## src/rtl/serial_pkg.sv

```systemverilog
// Shared definitions for the serial link blocks (serializer / deserializer).
package serial_pkg;

  // Default parallel word width used by both ends of the link.
  localparam int DEFAULT_DATA_WIDTH = 8;

  // Serializer control states.
  typedef enum logic [1:0] {
    IDLE  = 2'd0,
    SHIFT = 2'd1,
    GAP   = 2'd2
  } state_t;

endpackage

```

## src/rtl/serializer.sv

```systemverilog
// Parallel-to-serial converter with a one-word holding register.
// Upstream hands over words with a valid/ack handshake; the word is copied
// into a shift register and sent one bit per cycle whenever the downstream
// side is ready. One idle strobe cycle (GAP) separates consecutive words.
module serializer
  import serial_pkg::*;
#(
  parameter int DATA_WIDTH = DEFAULT_DATA_WIDTH,
  parameter bit MSB_FIRST  = 1'b1
) (
  input  logic                  clock_100KHZ,
  input  logic                  reset,
  input  logic [DATA_WIDTH-1:0] data_in,
  input  logic                  data_valid_in,
  output logic                  ack_out,
  input  logic                  ready_in,
  output logic                  data_out,
  output logic                  write_out,
  output logic                  status_out,
  output logic                  pending_out
);

  localparam int IDX_W = (DATA_WIDTH > 1) ? $clog2(DATA_WIDTH) : 1;
  localparam logic [IDX_W-1:0] LAST_IDX = IDX_W'(DATA_WIDTH - 1);

  state_t                 state;
  logic [DATA_WIDTH-1:0]  hold;
  logic [DATA_WIDTH-1:0]  shift;
  logic                   hold_full;
  logic [IDX_W-1:0]       index;
  logic [IDX_W-1:0]       bit_pos;
  logic                   cur_bit;
  logic                   capture;

  // A cycle that is already acknowledging never captures, so an upstream
  // valid that drops one cycle late cannot be taken twice.
  assign capture  = data_valid_in && !hold_full && !ack_out;

  // Bit order is fixed at elaboration; index always counts 0..DATA_WIDTH-1.
  assign bit_pos  = MSB_FIRST ? (LAST_IDX - index) : index;
  assign cur_bit  = shift[bit_pos];

  // The holding flag is itself a register, so it drives pending directly.
  assign pending_out = hold_full;

  // Handshake, holding register and send FSM with registered outputs.
  always_ff @(posedge clock_100KHZ) begin
    if (!reset) begin
      state      <= IDLE;
      hold_full  <= 1'b0;
      index      <= '0;
      ack_out    <= 1'b0;
      data_out   <= 1'b0;
      write_out  <= 1'b0;
      status_out <= 1'b0;
    end else begin
      ack_out   <= 1'b0;
      write_out <= 1'b0;

      case (state)
        IDLE: begin
          if (hold_full) begin
            shift      <= hold;
            hold_full  <= 1'b0;
            index      <= '0;
            state      <= SHIFT;
            status_out <= 1'b1;
          end else begin
            status_out <= 1'b0;
          end
        end

        SHIFT: begin
          status_out <= 1'b1;
          if (ready_in) begin
            data_out  <= cur_bit;
            write_out <= 1'b1;
            if (index == LAST_IDX) begin
              index <= '0;
              state <= GAP;
            end else begin
              index <= index + 1'b1;
            end
          end
        end

        GAP: begin
          if (hold_full) begin
            shift      <= hold;
            hold_full  <= 1'b0;
            index      <= '0;
            state      <= SHIFT;
            status_out <= 1'b1;
          end else begin
            state      <= IDLE;
            status_out <= 1'b0;
          end
        end

        default: begin
          state      <= IDLE;
          status_out <= 1'b0;
        end
      endcase

      // Capture only happens with the holding register empty, so it can
      // never collide with a reload in the same cycle.
      if (capture) begin
        hold      <= data_in;
        hold_full <= 1'b1;
        ack_out   <= 1'b1;
      end
    end
  end

endmodule

```

## config.mk

```make
export PLATFORM = sky130hd
export DESIGN_NAME = serializer
export DESIGN_NICKNAME = d
export VERILOG_FILES = /design/src/rtl/serial_pkg.sv /design/src/rtl/serializer.sv
export SDC_FILE = /design/constraint.sdc
export NUM_CORES = 1
export LEC_CHECK = 0
export BUFFER_PORTS_ARGS = -buffer_cell sky130_fd_sc_hd__buf_2
export CAP_MARGIN = 20
export CORE_MARGIN = 4
export CORE_UTILIZATION = 40
export CTS_CLUSTER_DIAMETER = 60
export DETAILED_ROUTE_END_ITERATION = 10
export PLACE_DENSITY = 0.57
export SYNTH_ARGS = -nofsm -noshare
export SYNTH_HDL_FRONTEND = slang
export SYNTH_SLANG_ARGS = --single-unit
```

## constraint.sdc

```tcl
create_clock -name clock_100KHZ -period 5.4 [get_ports clock_100KHZ]
set_input_delay 0.54 -clock clock_100KHZ [delete_from_list [all_inputs] [get_ports clock_100KHZ]]
set_output_delay 0.54 -clock clock_100KHZ [all_outputs]
set_load 0.01 [all_outputs]
```

==> implementation parameters <==
Parameter                              Value

Outcome
  Status    completed

Clock tree
  Root buffer cell    sky130_fd_sc_hd__clkbuf_4
  Post-CTS resize count    0
  Register clock-pin slew on the reported worst setup and hold paths    130 ps
  CTS Hold Buffers Added    0
  Total CTS buffers    3
  Number of buffers on the longest clock path    2
  Num Clock Sinks    26
  Buffers inserted during post-CTS setup optimization    0
  Clock latency on the worst-skew pair    310 ps
  CTS tree    done
  Number of H-tree levels    1

STA
  Endpoints failing hold    0
  Unrepaired setup endpoints after global routing    false
  Worst Tran Pin Value    606.6 ps
  Accumulated negative setup slack    0 ps
  Relative max-transition margin    59.41%
  Final cycle utilization of the critical path    27.31%
  Final setup violation count    0
  Final critical delay including setup and external delays    1475 ps
  Final Max Slew Viols    0
  F_max    just under 0.7 GHz
  Setup skew after layout    3.091 ps

GRT
  First-pass GRT wire length    2.187 mm
  Antenna violations before repair    0
  Total overflow reported by the global router    0
  Number of global-route vias before repair    528
  Global Route Usage Sum    ~9%
  Maximum number of pins on one net before global-route repair    16

Setup path
  WS Path Type    flop to flop
  Type of origin of the critical path    flop
  Kind of capture point of the worst setup path    flop
  CP Max Fanout    9
  Data required time of the worst path    5370 ps
  Crit path arrival time    1440 ps

Synthesis
  Proportion of synthesized chip area in sequential cells    71.20%
  #FFs+latches synth    26
  Fraction of the mapped netlist area in simple logic gates    13.87%
  Cell area after synthesis    955.9 um^2
  Post-synth top area share    about half
  Post-Synthesis Mean Instance Area    14.27 um^2
  Synthesized-area fraction occupied by ao, oa, aoi and oai cells    6.021%
  Net Count, Synth    slightly above 80
  Synthesized-area fraction occupied by xor and xnor cells    0%
  Largest area contributor in the synthesized netlist    sky130_fd_sc_hd__edfxtp_1
  Top area cells in the synthesized netlist    sky130_fd_sc_hd__edfxtp_1 (50%), sky130_fd_sc_hd__dfxtp_1 (21%), sky130_fd_sc_hd__mux2i_1 (3.1%)
  Gate Count Post-Synth    67
  Combinational family with the most area after synthesis    simple AND/OR/NAND/NOR gates
  Adder-cell area share of the yosys netlist    around 2.6%
  Count of unique library cells instantiated by Yosys    22
  Share of synthesized area spent on multiplexers    4.712%
  Number of warning messages in the yosys log    0

Placed design
  Weighted congestion reported at the end of routability-driven placement    roughly 0.75
  Area after detailed placement    about 0.0011 mm^2
  Count of input and output buffers    16
  Estimated wirelength of the detail-placed design    1.011 mm

Layout
  Area grow syn2layout    17.15%
  Post-layout utilization of the core    50.14%
  Design Area, Final    0.001120 mm^2
  Share of cells above drive strength 1    25.29%
  Antenna cells    0
  Number of nets at the end of the flow    102
  Layout fillers    215

Floorplanning
  Chip width    56.89 um
  Top-level I/O count    17
  CORE AREA    0.002233 mm^2
  Effective utilization at floorplan    42.80%
  Height of the chip    56.89 um
  Die footprint    0.003236 mm^2
  Standard-cell row count    17

Drt
  Antenna-violating nets left    0
  Post-route DRC    0
  Total Wirelength    approximately 1.3 mm
  Number of vias per cell    between 4 and 5
  Average wire per standard cell    11.71 um
  Number of detailed-route iterations in the first pass    3
  Vias    569
  DRC marker count from the first detailed-route iteration    7

Power
  Pwr/cell area    about 330 mW/mm^2
  Static Leak    about 0.43 nW
  Worst vdd rail ir drop    0.0002173 V

Job
  Max Cap Violations    0

Hold path
  Type of the most critical hold path    input pin to flop
-- logic make-up (layout without fill, tap and decap cells) --
| logic type | Yosys count | in the layout |
|---|---|---|
| AOI/OAI and AO/OA | 9 | 9 |
| adders and majority gates | 2 | 2 |
| buffers and inverters | 2 | 22 |
| DFF | 26 | 26 |
| muxes | 4 | 4 |
| and+or+nand+nor | 24 | 24 |
-- Yosys cell counts --
cell type / number
sky130_fd_sc_hd__a31o_1: 1
sky130_fd_sc_hd__ha_1: 2
sky130_fd_sc_hd__a22oi_1: 1
sky130_fd_sc_hd__and3b_1: 1
sky130_fd_sc_hd__and3_1: 2
sky130_fd_sc_hd__nand3_1: 4
sky130_fd_sc_hd__mux2i_1: 3
sky130_fd_sc_hd__clkinv_1: 1
sky130_fd_sc_hd__nor2b_1: 2
sky130_fd_sc_hd__nand2b_1: 2
sky130_fd_sc_hd__nand2_1: 4
sky130_fd_sc_hd__a2bb2oi_1: 1
sky130_fd_sc_hd__nor4b_1: 2
sky130_fd_sc_hd__dfxtp_1: 10
sky130_fd_sc_hd__nor3b_1: 1
sky130_fd_sc_hd__o21a_1: 1
sky130_fd_sc_hd__a21oi_1: 5
sky130_fd_sc_hd__nor2_1: 5
sky130_fd_sc_hd__mux2_4: 1
sky130_fd_sc_hd__buf_6: 1
sky130_fd_sc_hd__nand3b_1: 1
sky130_fd_sc_hd__edfxtp_1: 16
-- cells in the final DEF, fill, tap and decap left out --
master | synthesis | layout
sky130_fd_sc_hd__mux2_4 | 1 | 1
sky130_fd_sc_hd__ha_1 | 2 | 2
sky130_fd_sc_hd__a21oi_1 | 5 | 5
sky130_fd_sc_hd__a2bb2oi_1 | 1 | 1
sky130_fd_sc_hd__nand3_1 | 4 | 4
sky130_fd_sc_hd__and3_1 | 2 | 2
sky130_fd_sc_hd__and3b_1 | 1 | 1
sky130_fd_sc_hd__nor4b_1 | 2 | 2
sky130_fd_sc_hd__bufinv_16 | 0 | 1
sky130_fd_sc_hd__clkbuf_4 | 0 | 3
sky130_fd_sc_hd__mux2i_1 | 3 | 3
sky130_fd_sc_hd__nor2b_1 | 2 | 2
sky130_fd_sc_hd__edfxtp_1 | 16 | 16
sky130_fd_sc_hd__o21a_1 | 1 | 1
sky130_fd_sc_hd__nor2_1 | 5 | 5
sky130_fd_sc_hd__buf_4 | 0 | 1
sky130_fd_sc_hd__a22oi_1 | 1 | 1
sky130_fd_sc_hd__a31o_1 | 1 | 1
sky130_fd_sc_hd__buf_2 | 0 | 16
sky130_fd_sc_hd__nand3b_1 | 1 | 1
sky130_fd_sc_hd__nor3b_1 | 1 | 1
sky130_fd_sc_hd__clkinv_1 | 1 | 1
sky130_fd_sc_hd__dfxtp_1 | 10 | 10
sky130_fd_sc_hd__nand2_1 | 4 | 4
sky130_fd_sc_hd__nand2b_1 | 2 | 2
-- per-stage QoR --
step / setup slack (ps) / cells / hold slack [ps] / total power (W)
4_1_cts: 3918 / 115 / 376.8 / 0.0003746
2_1_floorplan: 3326 / 67 / 400.3 / 0.0002354
5_1_grt: 3837 / 115 / 362.3 / 0.0003846
3_3_place_gp: 3636 / 111 / 405.6 / 0.0002439
3_5_place_dp: 3614 / 111 / 404.5 / 0.0002447
6_report: 3925 / 115 / 390.8 / 0.0003694
-- registers in the layout, summed over array words and instances (netlist names) --
signal       cells
ack_out          1
data_out         1
hold             8
index            3
pending_out      1
shift            8
state            2
status_out       1
write_out        1
-- path summary, 6_finish.rpt --
kind,startpoint,end,slack (ps),depth (start not counted)
max reg2reg,state[0],shift[5],3930,2
min,data_in[6],hold[6],390,1
min reg2reg,hold[6],shift[6],440,0
max,state[0],shift[5],3930,2
-- power breakdown --
group,internal [W],switching [W]
Combinational,0.00000842,0.00000960
Clock,0.0000750,0.0000545
Sequential,0.000218,0.00000358
Total,0.000302,0.0000677
-- routing by layer --
layer | up-vias | track usage (%) | wire [um]
li1 | 288 | - | -
met1 | 268 | 10.43 | 587
met2 | 11 | 13.87 | 668
met3 | 2 | 3.218 | 78
met4 | 0 | 5.960 | 13
met5 | - | 0 | 0
-- area by class of cell --
cell class / count / area, um^2 / share of cell area [%]
Sequential cell: 26 / 680.7 / 60.78
Timing Repair Buffer: 17 / 87.58 / 7.821
Inverter: 1 / 3.754 / 0.3352
Clock buffer: 3 / 22.52 / 2.011
Multi-Input combinational cell: 39 / 260.3 / 23.24
Clock inverter: 1 / 30.03 / 2.682
Tap cell: 28 / 35.03 / 3.129
-- worst max-delay path, stage by stage (launching register included) --
cell and delay [ps]:
sky130_fd_sc_hd__dfxtp_1 380, sky130_fd_sc_hd__nand2b_1 240, sky130_fd_sc_hd__nor2_1 510
(Power assumes the default switching activity.)
